===== config.mk =====
export PLATFORM = sky130hd
export DESIGN_NAME = hms_set_ctrl
export DESIGN_NICKNAME = d
export VERILOG_FILES = /design/src/rtl/hms_pkg.sv /design/src/rtl/hms_tick_div.sv /design/src/rtl/hms_set_ctrl.sv
export SDC_FILE = /design/constraint.sdc
export NUM_CORES = 1
export LEC_CHECK = 0
export CAP_MARGIN = 15
export CELL_PAD_IN_SITES_DETAIL_PLACEMENT = 0
export CELL_PAD_IN_SITES_GLOBAL_PLACEMENT = 2
export CORE_UTILIZATION = 35
export CTS_BUF_LIST = sky130_fd_sc_hd__clkbuf_16
export CTS_CLUSTER_SIZE = 12
export DETAILED_ROUTE_END_ITERATION = 8
export PLACE_DENSITY_LB_ADDON = 0.3
export REMOVE_ABC_BUFFERS = 1
export SETUP_SLACK_MARGIN = 0.4
export SKIP_LAST_GASP = 1
export SLEW_MARGIN = 20
export SYNTH_ARGS = -nofsm -noshare
export SYNTH_HDL_FRONTEND = slang
export SYNTH_SLANG_ARGS = --single-unit

===== constraint.sdc =====
create_clock -name clk -period 5.6 [get_ports clk]
set_input_delay 1.12 -clock clk [delete_from_list [all_inputs] [get_ports clk]]
set_output_delay 1.12 -clock clk [all_outputs]
set_load 0.03 [all_outputs]

===== src/rtl/hms_pkg.sv =====
// Shared types, field limits and BCD helpers for the HH:MM:SS time-set controller.
package hms_pkg;

   typedef enum logic [2:0] {
      ST_RUN    = 3'd0,
      ST_SET_H  = 3'd1,
      ST_SET_M  = 3'd2,
      ST_SET_S  = 3'd3,
      ST_COMMIT = 3'd4
   } state_t;

   typedef enum logic [1:0] {
      FLD_NONE = 2'd0,
      FLD_HOUR = 2'd1,
      FLD_MIN  = 2'd2,
      FLD_SEC  = 2'd3
   } field_t;

   localparam logic [7:0] HOUR_MAX = 8'd23;
   localparam logic [7:0] MIN_MAX  = 8'd59;

   // Binary 0..99 to two BCD digits; anything above 99 becomes 0.
   function automatic logic [7:0] bin2bcd8(input logic [7:0] bin);
      logic [7:0] tens;
      logic [7:0] units;
      if (bin > 8'd99) return '0;
      tens  = bin / 8'd10;
      units = bin % 8'd10;
      return {tens[3:0], units[3:0]};
   endfunction

   // Two BCD digits to binary; a non-BCD digit or a value above max becomes 0.
   function automatic logic [7:0] bcd2bin8(input logic [7:0] bcd, input logic [7:0] max);
      logic [7:0] val;
      if ((bcd[7:4] > 4'd9) || (bcd[3:0] > 4'd9)) return '0;
      val = ({4'd0, bcd[7:4]} * 8'd10) + {4'd0, bcd[3:0]};
      return (val > max) ? '0 : val;
   endfunction

   // One up/down step with wrap-around between 0 and max.
   function automatic logic [7:0] wrap_step(input logic [7:0] val, input logic up,
                                            input logic [7:0] max);
      if (up) return (val == max) ? '0 : val + 8'd1;
      return (val == '0) ? max : val - 8'd1;
   endfunction

endpackage


===== src/rtl/hms_tick_div.sv =====
// Terminal-count counter: tc is high for the one cycle the count sits at TC-1 while enabled.
module hms_tick_div #(
   parameter longint unsigned TC = 10
) (
   input  logic clk,
   input  logic rst,
   input  logic clr,
   input  logic en,
   output logic tc
);

   localparam int unsigned    W    = (TC > 1) ? $clog2(TC) : 1;
   localparam logic [W-1:0]   LAST = W'(TC - 1);

   logic [W-1:0] r_cnt;

   assign tc = en && (r_cnt == LAST);

   // Count enabled cycles, wrapping at the terminal count; clr restarts from zero.
   always_ff @(posedge clk) begin
      if (rst || clr) begin
         r_cnt <= '0;
      end else if (en) begin
         r_cnt <= tc ? '0 : r_cnt + 1'b1;
      end
   end

endmodule


===== src/rtl/hms_set_ctrl.sv =====
// Time-set controller: pauses the timekeeper, edits H/M/S with buttons, loads the result back
// and drives per-digit blink blanking for the field under edit.
module hms_set_ctrl
   import hms_pkg::*;
#(
   parameter int unsigned CLK_HZ    = 100_000_000,
   parameter int unsigned BLINK_HZ  = 2,
   parameter int unsigned TIMEOUT_S = 30
) (
   input  logic        clk,
   input  logic        rst,
   input  logic [31:0] cur_hms,
   input  logic        btn_mode,
   input  logic        btn_up,
   input  logic        btn_down,
   output logic        run_en,
   output logic        load,
   output logic [31:0] load_hms,
   output logic [1:0]  edit_field,
   output logic [7:0]  blank_mask
);

   localparam longint unsigned BLINK_TC = 64'(CLK_HZ) / (64'(BLINK_HZ) * 64'd2);
   localparam longint unsigned IDLE_TC  = 64'(CLK_HZ) * 64'(TIMEOUT_S);

   state_t      r_state, w_state_nxt;
   logic [7:0]  r_h, r_m, r_s, w_h_nxt, w_m_nxt, w_s_nxt;
   logic        r_phase, w_phase_nxt;
   logic        r_run_en, w_run_en_nxt;
   logic        r_load, w_load_nxt;
   logic [31:0] r_load_hms, w_load_hms_nxt;
   field_t      r_edit_field, w_edit_field_nxt;
   logic [7:0]  r_blank, w_blank_nxt;

   logic w_in_set, w_any_btn, w_edit, w_timeout, w_changed;
   logic w_blink_clr, w_blink_tc, w_idle_clr, w_idle_tc;

   assign w_in_set    = (r_state == ST_SET_H) || (r_state == ST_SET_M) || (r_state == ST_SET_S);
   assign w_any_btn   = btn_mode | btn_up | btn_down;
   assign w_edit      = w_in_set & ~btn_mode & (btn_up ^ btn_down);
   assign w_timeout   = w_in_set & ~w_any_btn & w_idle_tc;
   assign w_changed   = (w_state_nxt != r_state);
   assign w_blink_clr = w_changed | w_edit | ~w_in_set;
   assign w_idle_clr  = w_changed | w_any_btn | ~w_in_set;

   hms_tick_div #(.TC(BLINK_TC)) u_blink (
      .clk (clk),
      .rst (rst),
      .clr (w_blink_clr),
      .en  (w_in_set),
      .tc  (w_blink_tc)
   );

   generate
      if (IDLE_TC > 0) begin : g_idle
         hms_tick_div #(.TC(IDLE_TC)) u_idle (
            .clk (clk),
            .rst (rst),
            .clr (w_idle_clr),
            .en  (w_in_set),
            .tc  (w_idle_tc)
         );
      end else begin : g_no_idle
         assign w_idle_tc = 1'b0;
      end
   endgenerate

   // Next state and edit registers: mode advances, a lone up/down edits, idle timeout aborts.
   always_comb begin
      w_state_nxt = r_state;
      w_h_nxt     = r_h;
      w_m_nxt     = r_m;
      w_s_nxt     = r_s;
      case (r_state)
         ST_RUN: begin
            if (btn_mode) begin
               w_h_nxt     = bcd2bin8(cur_hms[23:16], HOUR_MAX);
               w_m_nxt     = bcd2bin8(cur_hms[15:8],  MIN_MAX);
               w_s_nxt     = bcd2bin8(cur_hms[7:0],   MIN_MAX);
               w_state_nxt = ST_SET_H;
            end
         end
         ST_SET_H: begin
            if (btn_mode)       w_state_nxt = ST_SET_M;
            else if (w_edit)    w_h_nxt     = wrap_step(r_h, btn_up, HOUR_MAX);
            else if (w_timeout) w_state_nxt = ST_RUN;
         end
         ST_SET_M: begin
            if (btn_mode)       w_state_nxt = ST_SET_S;
            else if (w_edit)    w_m_nxt     = wrap_step(r_m, btn_up, MIN_MAX);
            else if (w_timeout) w_state_nxt = ST_RUN;
         end
         ST_SET_S: begin
            if (btn_mode)       w_state_nxt = ST_COMMIT;
            else if (w_edit)    w_s_nxt     = wrap_step(r_s, btn_up, MIN_MAX);
            else if (w_timeout) w_state_nxt = ST_RUN;
         end
         ST_COMMIT: w_state_nxt = ST_RUN;
         default:   w_state_nxt = ST_RUN;
      endcase
   end

   // Output values derived from the upcoming state so every output is a plain register.
   always_comb begin
      w_run_en_nxt   = (w_state_nxt == ST_RUN);
      w_load_nxt     = (w_state_nxt == ST_COMMIT);
      w_load_hms_nxt = r_load_hms;
      if (w_load_nxt) begin
         w_load_hms_nxt = {8'h00, bin2bcd8(w_h_nxt), bin2bcd8(w_m_nxt), bin2bcd8(w_s_nxt)};
      end
      w_phase_nxt = r_phase;
      if (w_blink_clr)     w_phase_nxt = 1'b0;
      else if (w_blink_tc) w_phase_nxt = ~r_phase;
      w_edit_field_nxt = FLD_NONE;
      w_blank_nxt      = '0;
      case (w_state_nxt)
         ST_SET_H: begin
            w_edit_field_nxt = FLD_HOUR;
            if (w_phase_nxt) w_blank_nxt = 8'h30;
         end
         ST_SET_M: begin
            w_edit_field_nxt = FLD_MIN;
            if (w_phase_nxt) w_blank_nxt = 8'h0C;
         end
         ST_SET_S: begin
            w_edit_field_nxt = FLD_SEC;
            if (w_phase_nxt) w_blank_nxt = 8'h03;
         end
         default: ;
      endcase
   end

   // State, edit registers and registered outputs.
   always_ff @(posedge clk) begin
      if (rst) begin
         r_state      <= ST_RUN;
         r_h          <= '0;
         r_m          <= '0;
         r_s          <= '0;
         r_phase      <= 1'b0;
         r_run_en     <= 1'b1;
         r_load       <= 1'b0;
         r_load_hms   <= '0;
         r_edit_field <= FLD_NONE;
         r_blank      <= '0;
      end else begin
         r_state      <= w_state_nxt;
         r_h          <= w_h_nxt;
         r_m          <= w_m_nxt;
         r_s          <= w_s_nxt;
         r_phase      <= w_phase_nxt;
         r_run_en     <= w_run_en_nxt;
         r_load       <= w_load_nxt;
         r_load_hms   <= w_load_hms_nxt;
         r_edit_field <= w_edit_field_nxt;
         r_blank      <= w_blank_nxt;
      end
   end

   assign run_en     = r_run_en;
   assign load       = r_load;
   assign load_hms   = r_load_hms;
   assign edit_field = r_edit_field;
   assign blank_mask = r_blank;

endmodule


## After elaboration in Yosys (flattened, before gate mapping)

Cells that the tools add are included.

| cells by class | value |
|---|---|
| add/subtract/negate cells | 11 |
| multiply operators | 3 |
| div/mod/pow operators | 6 |
| magnitude comparators | 12 |
| eq/ne operators | 13 |
| multiplexer cells | 76 |
| bitwise logic cells | 15 |
| reductions and logical operators | 14 |

Operators by type and width:

| kind | count |
|---|---|
| 8-bit 2-to-1 mux | 36 |
| 8-bit one-hot mux with 2 select lines | 3 |
| 32-bit by 1-bit adder with 32-bit output (second input constant) | 1 |
| 32-bit == test (second input constant) | 1 |
| 32-bit 2-to-1 mux | 1 |
| 25-bit by 1-bit adder with 25-bit output (second input constant) | 1 |
| 25-bit == test (second input constant) | 1 |
| 25-bit 2-to-1 mux | 1 |
| 8-bit by 1-bit adder with 8-bit output (second input constant) | 3 |
| 8-bit by 4-bit adder with 8-bit output | 3 |
| 8-bit by 4-bit divider with 8-bit output (second input constant) | 3 |
| 4-bit > comparator (second input constant) | 6 |
| 8-bit by 7-bit > comparator with 1-bit output (second input constant) | 3 |
| 8-bit logical NOT | 3 |
| 8-bit by 4-bit remainder unit with 8-bit output (second input constant) | 3 |
| 8-bit by 1-bit subtractor with 8-bit output (second input constant) | 3 |
| 1-bit 2-to-1 mux | 23 |
| 4-bit by 3-bit multiplier with 7-bit output (second input constant) | 3 |
| 3-bit 2-to-1 mux | 6 |
| 6-bit one-hot mux with 3 select lines | 1 |
| 8-bit by 6-bit == test with 1-bit output (second input constant) | 2 |
| 8-bit by 6-bit > comparator with 1-bit output (second input constant) | 2 |
| 3-bit by 2-bit == test with 1-bit output (second input constant) | 4 |
| 3-bit one-hot mux with 4 select lines | 1 |
| other kinds (16) | 36 |

| word-level totals | value |
|---|---|
| flip-flop bits (word level) | 121 |
| input bits | 37 |
| output and inout bits | 44 |
| logic and storage cells | 162 |

## Longest topological paths before layout

Gate-level depths: netlist of the first run.

| depth | value |
|---|---|
| depth after elaboration | 16 |
| gate-level depth with buffers | 20 |
| depth with buffers taken out | 18 |

## Cells and area by module

Synthesis of the first run repeated with hierarchy kept, for this count alone.

| second synthesis, totals | value |
|---|---|
| cell total of the unflattened synthesis | 1205 |
| area, all modules | 9464.1 µm² |

Modules (own cells, without submodules):

| module | times used | cells an instance | area each (µm²) | sequential area each (µm²) |
|---|---|---|---|---|
| hms_set_ctrl | 1 | 862 | 6463.7 | 1181.1 |
| hms_tick_div at g_idle.u_idle | 1 | 199 | 1737.9 | 640.6 |
| hms_tick_div at u_blink | 1 | 144 | 1262.5 | 500.5 |

## Worst setup path after synthesis of the first run

Ideal clock, no wire load.

| path | value |
|---|---|
| path type | input to register |
| start point | input port cur_hms[5] |
| end point | register r_load_hms[2], in the netlist load_hms[2] |
| setup time | 95 ps |
| arrival time | 4890 ps |
| data required time | 5505 ps |
| slack | 614 ps |
| stages on the path | 18 |
| buffers on the path | 2 |
| path through | ha_1 > ha_1 > inv_1 > fa_1 > and2b_1 > o211ai_1 > mux2_2 > and3_1 > clkbuf_1 > nand4_1 > and2_1 > buf_2 > o21ai_0 > a311oi_1 > and4_1 > o22ai_1 > or4_1 > o311ai_1 |

| on the way | value |
|---|---|
| cells in the longest elaborated chain, start to end | 12 |
| elaborated cells between the ends (all ways) | 17 |
| those cells by class | 1 x add/sub; 1 x mul; 1 x div; 3 x order compare; 10 x mux; 1 x reduce/logical |

Ends and longest elaborated chain:

| item | RTL line | source |
|---|---|---|
| start, declared | hms_set_ctrl.sv:12 | `input logic [31:0] cur_hms,` |
| branches (longest 5 deep; another with 8-bit by 4-bit adder with 8-bit output) | n/a |  |
| 8-bit 2-to-1 mux (*) | hms_pkg.sv:36 | `val = ({4'd0, bcd[7:4]} * 8'd10) + {4'd0, bcd[3:0]};` |
| 8-bit 2-to-1 mux (*) | hms_set_ctrl.sv:76 | `if (btn_mode) begin` |
| 8-bit one-hot mux with 2 select lines (*) | hms_set_ctrl.sv:74 | `case (r_state)` |
| branches (longest 3 deep; another with 8-bit by 4-bit remainder unit with 8-bit output) | n/a |  |
| 8-bit 2-to-1 mux (*) | hms_pkg.sv:27 | `tens = bin / 8'd10;` |
| end signal, assigned | hms_set_ctrl.sv:154 | `r_load_hms <= w_load_hms_nxt;` |
| end, declared | hms_set_ctrl.sv:31 | `logic [31:0] r_load_hms, w_load_hms_nxt;` |

Mark *: on every way between the ends. The select of a mux whose other input is x is not followed.
A chain may end at the register's enable or synchronous reset.

## Final worst setup path of the first run

| path | value |
|---|---|
| start point | input port cur_hms[6] |
| end point | register r_load_hms[2], in the netlist load_hms[2] |

The elaborated chain is that of the path after synthesis.

==> results of run 1 <==
where the power goes:
part           switching [mW]  internal [mW]  total [mW]
Sequential             0.0203          0.834       0.854
Clock                   0.415          0.704        1.12
Combinational           0.336          0.248       0.584
Total                   0.772           1.79        2.56
cell families (layout without fill, tap and decap cells):
kind of cell / Yosys count / in the layout / share of synthesized area (%)
AND/OR/NAND/NOR: 527 / 527 / 29.6
AO/OA/AOI/OAI: 302 / 303 / 23.8
buffers and inverters: 126 / 227 / 6.48
flip-flops: 116 / 116 / 25.1
XOR/XNOR: 81 / 81 / 7.75
adder cells (fa/ha/maj): 41 / 41 / 5.98
multiplexers: 11 / 11 / 1.23
other: 1 / 10 / 0.0405
through the flow:
| step | utilization, % | area, µm² | setup WS (ps) | setup TNS [ps] |
|---|---|---|---|---|
| after floorplan | - | 8840 | 506 | 0 |
| after global placement | 40.2 | 10400 | -95.1 | -221 |
| after detailed placement | 40.2 | 10400 | -185 | -727 |
| after CTS | 42.6 | 11100 | 367 | 0 |
| after global routing | 44.9 | 11700 | 362 | 0 |
| final | 44.9 | 11700 | 501 | 0 |
state kept, by name (all words and copies together) (netlist names):
name,flops
r_s,8
blank_mask,3
run_en,1
r_state,3
load,1
g_idle.u_idle.r_cnt,32
load_hms,24
r_phase,1
r_h,8
r_m,8
edit_field,2
u_blink.r_cnt,25
final cells by class:
type / instances / area (µm²)
clock buffers: 17 / 425
clock inverters: 15 / 183
fillers: 2608 / 14300
inverters: 40 / 150
multi-input cells: 973 / 6810
flip-flops and latches: 116 / 2320
well taps: 335 / 419
repair buffers: 155 / 1370
synthesized netlist by cell type, types with 20 or more instances:
cell type / n / area share, %
sky130_fd_sc_hd__clkbuf_1: 39 / 1.6
sky130_fd_sc_hd__ha_1: 33 / 4.5
sky130_fd_sc_hd__inv_1: 40 / 1.6
sky130_fd_sc_hd__nand2_1: 103 / 4.2
sky130_fd_sc_hd__nand3_1: 54 / 2.9
sky130_fd_sc_hd__nor2_1: 156 / 6.3
sky130_fd_sc_hd__nor3_1: 49 / 2.7
sky130_fd_sc_hd__nand4_1: 20 / 1.4
sky130_fd_sc_hd__and3_1: 25 / 1.7
sky130_fd_sc_hd__buf_2: 23 / 1.2
sky130_fd_sc_hd__xnor2_1: 27 / 2.6
sky130_fd_sc_hd__xor2_1: 53 / 5.0
sky130_fd_sc_hd__o21ai_0: 55 / 3.0
sky130_fd_sc_hd__dfxtp_1: 116 / 25
sky130_fd_sc_hd__a21oi_1: 56 / 3.0
layer usage:
metal	wire length, µm	global-route usage (%)	up-vias	part of all wire [%]
met2	12000	30.5	142	45
met1	13700	28.5	4321	51
met3	876	2.99	24	3.3
li1	-	-	4597	-
met4	268	4.71	0	1.0
met5	0	0	-	0
worst paths after layout:
kind,from,to,slack [ps]
max,cur_hms[6],load_hms[2]$_SDFFE_PP0P_,500
min,load_hms[20]$_SDFFE_PP0P_,load_hms[20]$_SDFFE_PP0P_,460
max reg2reg,r_state[1]$_SDFF_PP0_,load_hms[2]$_SDFFE_PP0P_,1330
min reg2reg,load_hms[20]$_SDFFE_PP0P_,load_hms[20]$_SDFFE_PP0P_,460
timing repair:
action / in CTS / in global routing
pin swaps: 1 / 41
setup endpoints to repair: 6 / 11
resized for setup: 4 / 81
setup buffers: 1 / 19
endpoints found under the hold margin: 0 / 0
cloned: 0 / 1
worst min-delay path: stages (launching register included):
cell and delay (ps):
sky130_fd_sc_hd__dfxtp_1 310, sky130_fd_sc_hd__nand2_1 50, sky130_fd_sc_hd__a21oi_1 50
==> results.sh, run 1 <==
export IMPL_post_cts_hold_buffer_count=0
export IMPL_type_of_destination_of_the_critical_path="flop"
export IMPL_grt_setup_unrepaired="no"
export IMPL_port_buffers=62
export IMPL_layout_cells_non_filler=1651
export IMPL_timing_critical_path_max_delay_family="simple AND/OR/NAND/NOR gates"
export IMPL_netlist_cell_type_count=111
export IMPL_globalplace_congestion=0.868
export IMPL_core_um2=26000
export IMPL_antenna_diode_count=0
export IMPL_pwr_density_cell_nw_per_um2=219
export IMPL_residual_antenna_violating_net_count_after_detailed_routing=0
export IMPL_critical_path_class="in -> reg"
export IMPL_buffers_and_inverters_on_the_worst_path=3
export IMPL_post_route_cells_drive_above_1_share_pct=17.3
export IMPL_crit_cells=17
export IMPL_ir_worst_vdd_mv=0.192
export IMPL_finalHoldViolations=0
export IMPL_globalRouteOverflowTotal=0
export IMPL_synth_seq_area_share_pct=25.1
export IMPL_floorplan_initialDensity_pct=35.6
export IMPL_routed_wire_length_per_instance_um=16.3
export IMPL_placedCellCount=1598
export IMPL_dr_first_iter_drc_count=521
export IMPL_cp_arrival_ps=5420
export IMPL_grt_pass1_vias=8336
export IMPL_wl_um=26900
export IMPL_drc_violation_count_after_routing=0
export IMPL_holdPathStages=2
export IMPL_asyncSetResetFlopFracSynth_pct=0
export IMPL_fin_worst_skew_ps=11.1
export IMPL_dr_pass1_iters=5
export IMPL_clkLatencyLatePin_ps=420
export IMPL_path_max_fanout=5
export IMPL_finalCritPeriodShare_pct=91.1
export IMPL_finalCriticalPeriod_ps=5100
export IMPL_htree_num_levels=4
export IMPL_p_total_mw=2.56
export IMPL_cts_inserted_buffers=17
export IMPL_slew_viol_final=0
export IMPL_area_growth_pct=26.2
export IMPL_vias_per_cell=5.50
export IMPL_post_synth_instance_area_um2=9250
export IMPL_cellLeakagePower_nw=4.36
export IMPL_synth_warning_count=0
export IMPL_fp_dieH_um=165
export IMPL_synth_seq_cells=116
export IMPL_run_status="complete, no violations"
export IMPL_final_common_cell="sky130_fd_sc_hd__nor2_1"
export IMPL_cp_slowest_stage_delay_ps=540
export IMPL_hold_ws_ps=456
export IMPL_class_of_the_tightest_hold_or_removal_check="reg -> reg"
export IMPL_grt_total_usage_pct=19.8
export IMPL_clockRootBuffer="sky130_fd_sc_hd__clkbuf_16"
export IMPL_grt_first_pass_wirelength_um=43000
export IMPL_hpwlAfterDp_um=19100
export IMPL_die_w_um=165
export IMPL_cts_sinks=116
export IMPL_clk_pin_slew_worst_paths_ps=60
export IMPL_setup_viol=0
export IMPL_worstPathCellList="clkdlybuf4s50_1 > ha_1 > ha_2 > inv_1 > fa_1 > xnor2_1 > nand3b_1 > o21a_4 > or3_4 > nand3_4 > buf_4 > o221ai_2 > mux2i_4 > and4_1 > o22ai_2 > or4_1 > o311ai_1"
export IMPL_max_cap_violations=0
export IMPL_routed_via_count=9084
export IMPL_cp_required_ps=5920
export IMPL_yosys_most_used_dff="sky130_fd_sc_hd__dfxtp_1"
export IMPL_number_of_placement_rows=59
export IMPL_top_level_ports=81
export IMPL_post_synth_cell_area_avg_um2=7.68
export IMPL_reg2regPathDepth=13
export IMPL_startpoint_type="input port"
export IMPL_leading_cell_types_in_the_layout_fill_and_taps_excluded="sky130_fd_sc_hd__nor2_1 (155), sky130_fd_sc_hd__dfxtp_1 (116), sky130_fd_sc_hd__nand2_1 (101), sky130_fd_sc_hd__buf_4 (88)"
export IMPL_cts_buffer_depth=2
export IMPL_largest_net_degree_at_the_start_of_global_routing=47
export IMPL_synth_edff_count=0
export IMPL_crit_slowest_cell="sky130_fd_sc_hd__or4_1"
export IMPL_tritoncts="yes"
export IMPL_num_nets_final=1379
export IMPL_design_die_area_um2=27100
export IMPL_slew_headroom_pct=26.3
export IMPL_fmax_mhz=196
export IMPL_grt_antenna_before_repair=0
export IMPL_worst_slew_pin_slew_ps=1100
export IMPL_post_synth_inst_count=1205
(Power assumes the default switching activity.)
==> run 2: changes to the inputs <==
- PLACE_DENSITY: default -> 0.85
- PLACE_DENSITY_LB_ADDON: 0.3 -> default
==> results.sh, run 2 (same netlist as run 1, synthesis figures left out) <==
export IMPL_fmax_mhz=196
export IMPL_class_of_the_tightest_hold_or_removal_check="reg -> reg"
export IMPL_die_w_um=165
export IMPL_finalCritPeriodShare_pct=90.9
export IMPL_critical_path_top_cell_by_count="sky130_fd_sc_hd__ha_1"
export IMPL_vias_per_cell=5.54
export IMPL_port_buffers=62
export IMPL_antenna_diode_count=0
export IMPL_htree_num_levels=4
export IMPL_residual_antenna_violating_net_count_after_detailed_routing=0
export IMPL_worst_slew_pin_slew_ps=831
export IMPL_largest_register="g_idle.u_idle.r_cnt"
export IMPL_critical_path_class="in -> reg"
export IMPL_crit_slowest_cell="sky130_fd_sc_hd__fa_1"
export IMPL_setup_total_negative_slack_ps=0
export IMPL_type_of_destination_of_the_critical_path="flop"
export IMPL_fp_dieH_um=165
export IMPL_number_of_placement_rows=59
export IMPL_clockRootBuffer="sky130_fd_sc_hd__clkbuf_16"
export IMPL_area_growth_pct=23.8
export IMPL_largest_reg_flops=32
export IMPL_share_seq_of_total_power_pct=34.1
export IMPL_layout_cells_non_filler=1655
export IMPL_worstPathCellList="clkdlybuf4s50_1 > ha_1 > ha_1 > inv_1 > fa_1 > and2b_1 > o211ai_1 > mux2_4 > and3_4 > nand4_1 > buf_4 > buf_4 > nand3_4 > a2bb2oi_1 > a211o_1 > o31ai_2 > o22ai_2 > ha_1 > o311ai_1"
export IMPL_grt_total_usage_pct=19.4
export IMPL_p_sw_share_pct=31.0
export IMPL_stdcell_area_um2=11500
export IMPL_grt_setup_unrepaired="yes"
export IMPL_num_nets_final=1384
export IMPL_pwr_density_cell_nw_per_um2=218
export IMPL_grt_first_pass_wirelength_um=42300
export IMPL_final_util_pct=44.1
export IMPL_largest_net_degree_at_the_start_of_global_routing=47
export IMPL_slew_viol_final=0
export IMPL_timing_critical_path_max_delay_family="adder cells"
export IMPL_run_status="complete, no violations"
export IMPL_final_common_cell="sky130_fd_sc_hd__nor2_1"
export IMPL_p_switching_uw=774
export IMPL_design_die_area_um2=27100
export IMPL_routed_wire_length_per_instance_um=15.9
export IMPL_fin_worst_skew_ps=10.2
export IMPL_cts_buffer_depth=2
export IMPL_globalRouteOverflowTotal=0
export IMPL_slew_headroom_pct=44.6
export IMPL_placedInstanceArea_um2=10500
export IMPL_path_max_fanout=7
export IMPL_max_cap_violations=0
export IMPL_tritoncts="yes"
export IMPL_ir_worst_vdd_mv=0.174
export IMPL_finalCriticalPeriod_ps=5090
export IMPL_cp_required_ps=5920
export IMPL_cell_internal_pwr_mw=1.73
export IMPL_placedCellCount=1615
export IMPL_globalplace_congestion=0.855
export IMPL_cellLeakagePower_nw=4.24
export IMPL_grt_antenna_before_repair=1
export IMPL_wl_um=26300
export IMPL_buffers_and_inverters_on_the_worst_path=4
export IMPL_core_um2=26000
export IMPL_clk_pin_slew_worst_paths_ps=60
export IMPL_top_level_ports=81
export IMPL_post_route_cells_drive_above_1_share_pct=16.1
export IMPL_cts_inserted_buffers=17
export IMPL_setup_viol=0
export IMPL_grt_pass1_vias=8412
export IMPL_cts_sinks=116
export IMPL_startpoint_type="input port"
export IMPL_dr_pass1_iters=5
export IMPL_routed_via_count=9174
export IMPL_cp_arrival_ps=5420
export IMPL_post_cts_hold_buffer_count=0
export IMPL_cp_slowest_stage_delay_ps=570
export IMPL_drc_violation_count_after_routing=0
export IMPL_power_combinational_fraction_pct=22.4
export IMPL_clk_network_pwr_share_pct=43.5
export IMPL_clkLatencyLatePin_ps=420
export IMPL_finalHoldViolations=0
export IMPL_hpwlAfterDp_um=19000
export IMPL_dr_first_iter_drc_count=626
export IMPL_floorplan_initialDensity_pct=35.6
export IMPL_leading_cell_types_in_the_layout_fill_and_taps_excluded="sky130_fd_sc_hd__nor2_1 (156), sky130_fd_sc_hd__dfxtp_1 (116), sky130_fd_sc_hd__nand2_1 (101), sky130_fd_sc_hd__buf_4 (95), sky130_fd_sc_hd__clkdlybuf4s50_1 (60)"
[run 2: changes by cell type in the layout (fill, tap and decap cells not counted), moves of 3 or more]
| cell | previous run | this run |
|---|---|---|
| sky130_fd_sc_hd__buf_4 | 88 | 95 |
| sky130_fd_sc_hd__clkdlybuf4s50_1 | 55 | 60 |
| sky130_fd_sc_hd__dlymetal6s2s_1 | 6 | 1 |
| sky130_fd_sc_hd__ha_1 | 29 | 32 |
| sky130_fd_sc_hd__ha_2 | 4 | 1 |
| sky130_fd_sc_hd__nor3_1 | 46 | 49 |
[run 2: final timing paths]
kind / from / to / slack [ps] / cells after the start
max: cur_hms[7] / load_hms[2]$_SDFFE_PP0P_ / 510 / 19
min: load_hms[0]$_SDFFE_PP0P_ / load_hms[0]$_SDFFE_PP0P_ / 460 / 2
max reg2reg: r_m[0]$_SDFF_PP0_ / load_hms[10]$_SDFFE_PP0P_ / 1430 / 15
min reg2reg: load_hms[0]$_SDFFE_PP0P_ / load_hms[0]$_SDFFE_PP0P_ / 460 / 2
[run 2: worst min-delay path, cell delays in order, from the launching register on]
cell	delay, ps
sky130_fd_sc_hd__dfxtp_1	320
sky130_fd_sc_hd__nand2_1	50
sky130_fd_sc_hd__o21ai_0	60
[run 2: area by class of cell]
cell class	count	area, µm²
clock buffer	17	425
clock inverter	14	154
fill	2662	14500
inverter	40	150
multi-input combinational	974	6630
sequential	116	2320
tap	335	419
timing repair buffer	159	1350
[run 2: power groups by stage]
| stage | registers [mW] | clock network (mW) | logic (mW) |
|---|---|---|---|
| after floorplan | 0.869 | 0 | 0.319 |
| after global placement | 0.871 | 0 | 0.508 |
| after detailed placement | 0.871 | 0 | 0.508 |
| after CTS | 0.853 | 1.11 | 0.513 |
| after global routing | 0.855 | 1.15 | 0.615 |
| final | 0.854 | 1.09 | 0.559 |
[run 2: per-layer routing]
| metal | routed length, µm | GRT usage (%) | vias up | part of all wire, % |
|---|---|---|---|---|
| met5 | 0 | 0 | - | 0 |
| met3 | 818 | 2.99 | 22 | 3.1 |
| li1 | - | - | 4627 | - |
| met2 | 11600 | 29.7 | 179 | 44 |
| met1 | 13600 | 28.2 | 4346 | 52 |
| met4 | 284 | 4.92 | 0 | 1.1 |
[run 2: what timing repair did]
| action | in CTS | in global routing |
|---|---|---|
| resized for setup | 2 | 44 |
| buffers inserted | 0 | 7 |
| cloned | 0 | 2 |
| pin swaps | 1 | 26 |
| endpoints found under the setup margin | 2 | 12 |
[run 2: through the flow]
step	power, mW	hold WS (ps)	worst slack [ps]
6_report	2.50	459	508
5_1_grt	2.62	492	335
4_1_cts	2.48	465	394
3_5_place_dp	1.38	452	-60.1
3_3_place_gp	1.38	439	-30.5
2_1_floorplan	1.19	444	506
==> RTL edit: new RTL, flow settings as in run 2 <==
Reset style: asynchronous (`rst`), changed in one clocked block.
--- a/src/rtl/hms_set_ctrl.sv
+++ b/src/rtl/hms_set_ctrl.sv
@@ -131,7 +131,7 @@
    end
 
    // State, edit registers and registered outputs.
-   always_ff @(posedge clk) begin
+   always_ff @(posedge clk or posedge rst) begin
       if (rst) begin
          r_state      <= ST_RUN;
          r_h          <= '0;
Behaviour: differs if rst is asserted again (counterexample within 4 cycles, from zero or initial values and one cycle with rst high); with rst held inactive, the same outputs for 4 cycles.
==> RTL edit against run 2 <==
  * Count of clock-buffer cells in the layout rose by 1
  * Worst setup slack better by 26 ps
  * Sequential cell count unchanged
  * Critical path depth unchanged
  * Wire length down 7.8%
  * Final area shrank 1.1%
  * Utilization increased by 1.9 points
  * Synthesized cell count down 7.6%
  * Non-clock buffer count rose by 7
  * Synthesized area fell by 3.8%
  * Critical path type unchanged
  * Critical endpoint is now load_hms[11]
  * Largest cell class unchanged
Power is not compared: it rests on default switching activity, and its combinational part moved more than twofold at a synthesized area within 25%.
==> RTL edit: results (changes against run 2) <==
The pre-CTS worst setup slack is -465 ps (was -60.1 ps), and the count of nets after finishing is 1319 (was 1384). The mean post-synth cell area works out to 8.00 um^2 (was 7.68 um^2). The share of synthesized flip-flops with an asynchronous set or reset is 0.509 (was 0).

The run gives 39 (was 47) as the maximum number of pins on one net before global-route repair. The initial antenna violation count was 0 (was 1). The first-pass GRT wire length is 40000 um (was 42300 um). The run gives 2435 (was 2662) as the total of fill cells in the finished design. The tools report the portion of the post-synthesis area used by sequential elements as 0.294 (was 0.251).

The run gives 5370 ps (was 5420 ps) as the arrival time at the worst endpoint. The run finished with clean final reports. The met3 demand-to-capacity share in global routing is 0.0285 (was 0.0299), and the global routing usage on met2 is 0.288 (was 0.297). The tools report the cell area after placement as 10400 um^2 (was 10500 um^2). The highest net fanout along the worst path works out to 10 (was 7). The cell with the largest stage delay on the worst path was mux4_2 (was fa_1).

The predominant post-synthesis flop cell is dfrtp_1 (was dfxtp_1). The tools report the weighted congestion at the end of routability-driven global placement as 0.830 (was 0.855). The number of cells on the worst reg-to-reg path was 18 (was 15); the overall via count from detail_route was 8447 (was 9174). The multiplexer share of the synthesized area was 0.0108 (was 0.0123); the fraction of synthesized cell area in xor and xnor cells was 0.0825 (was 0.0775). The tools report the endpoint of the worst register-to-register path as load_hms[3] (was load_hms[10]). Most area-consuming cells after synthesis: dfrtp_1, dfxtp_1, nor2_1 (was dfxtp_1, nor2_1, xor2_1). The internal reg-to-reg setup slack is 1320 ps (was 1430 ps). The routed length per instance is 15.3 um (was 15.9 um).

The largest incremental delay on the critical path was 500 ps (was 570 ps); the instance count after placement with tap cells included was 1541 (was 1615).
[RTL edit: layout make-up]
| class | count | area, um^2 | share of cell area |
|---|---|---|---|
| tap | 324 | 405 | 0.0358 |
| timing repair buffer | 166 | 1400 | 0.124 |
| clock inverter | 14 | 126 | 0.0112 |
| inverter | 61 | 234 | 0.0207 |
| clock buffer | 18 | 450 | 0.0398 |
| multi-input combinational | 882 | 6080 | 0.537 |
| sequential | 116 | 2620 | 0.231 |
[RTL edit: metal layers]
layer	part of all wire	wire length, um	up-vias
met3	0.032	779	21
met4	0.012	293	0
met5	0	0	-
met1	0.51	12400	3973
li1	-	-	4300
met2	0.45	10800	153
[RTL edit: critical path, delay by kind of cell]
family | cells | cell delay, ps
buffers and inverters | 4 | 740
multiplexers | 1 | 500
adder cells (fa/ha/maj) | 3 | 740
AND/OR/NAND/NOR | 7 | 1570
AO/OA/AOI/OAI | 4 | 710
[RTL edit: worst max path at each step]
stage / slack (ps) / cells past startpoint / to / start
floorplan: -30 / 19 / load_hms[3] / cur_hms[5]
global placement: -410 / 21 / load_hms[3] / cur_hms[7]
detailed placement: -470 / 21 / load_hms[3] / cur_hms[5]
CTS: 390 / 20 / load_hms[3] / cur_hms[7]
global route: 350 / 19 / load_hms[11] / cur_hms[9]
finish: 530 / 19 / load_hms[11] / cur_hms[9]
[RTL edit: power groups by stage]
stage          clock network, mW  logic (mW)  registers (mW)
6_report                    1.06        3.33            1.20
5_1_grt                     1.12        3.63            1.23
4_1_cts                     1.09        3.08            1.20
3_5_place_dp                   0        3.00            1.21
3_3_place_gp                   0        2.99            1.21
2_1_floorplan                  0        1.83            1.32
[RTL edit: repair_timing]
action / in CTS / in global routing
setup buffers: 2 / 6
endpoints found under the setup margin: 6 / 9
pin swaps: 18 / 26
hold buffers: 0 / 0
resized for setup: 25 / 57
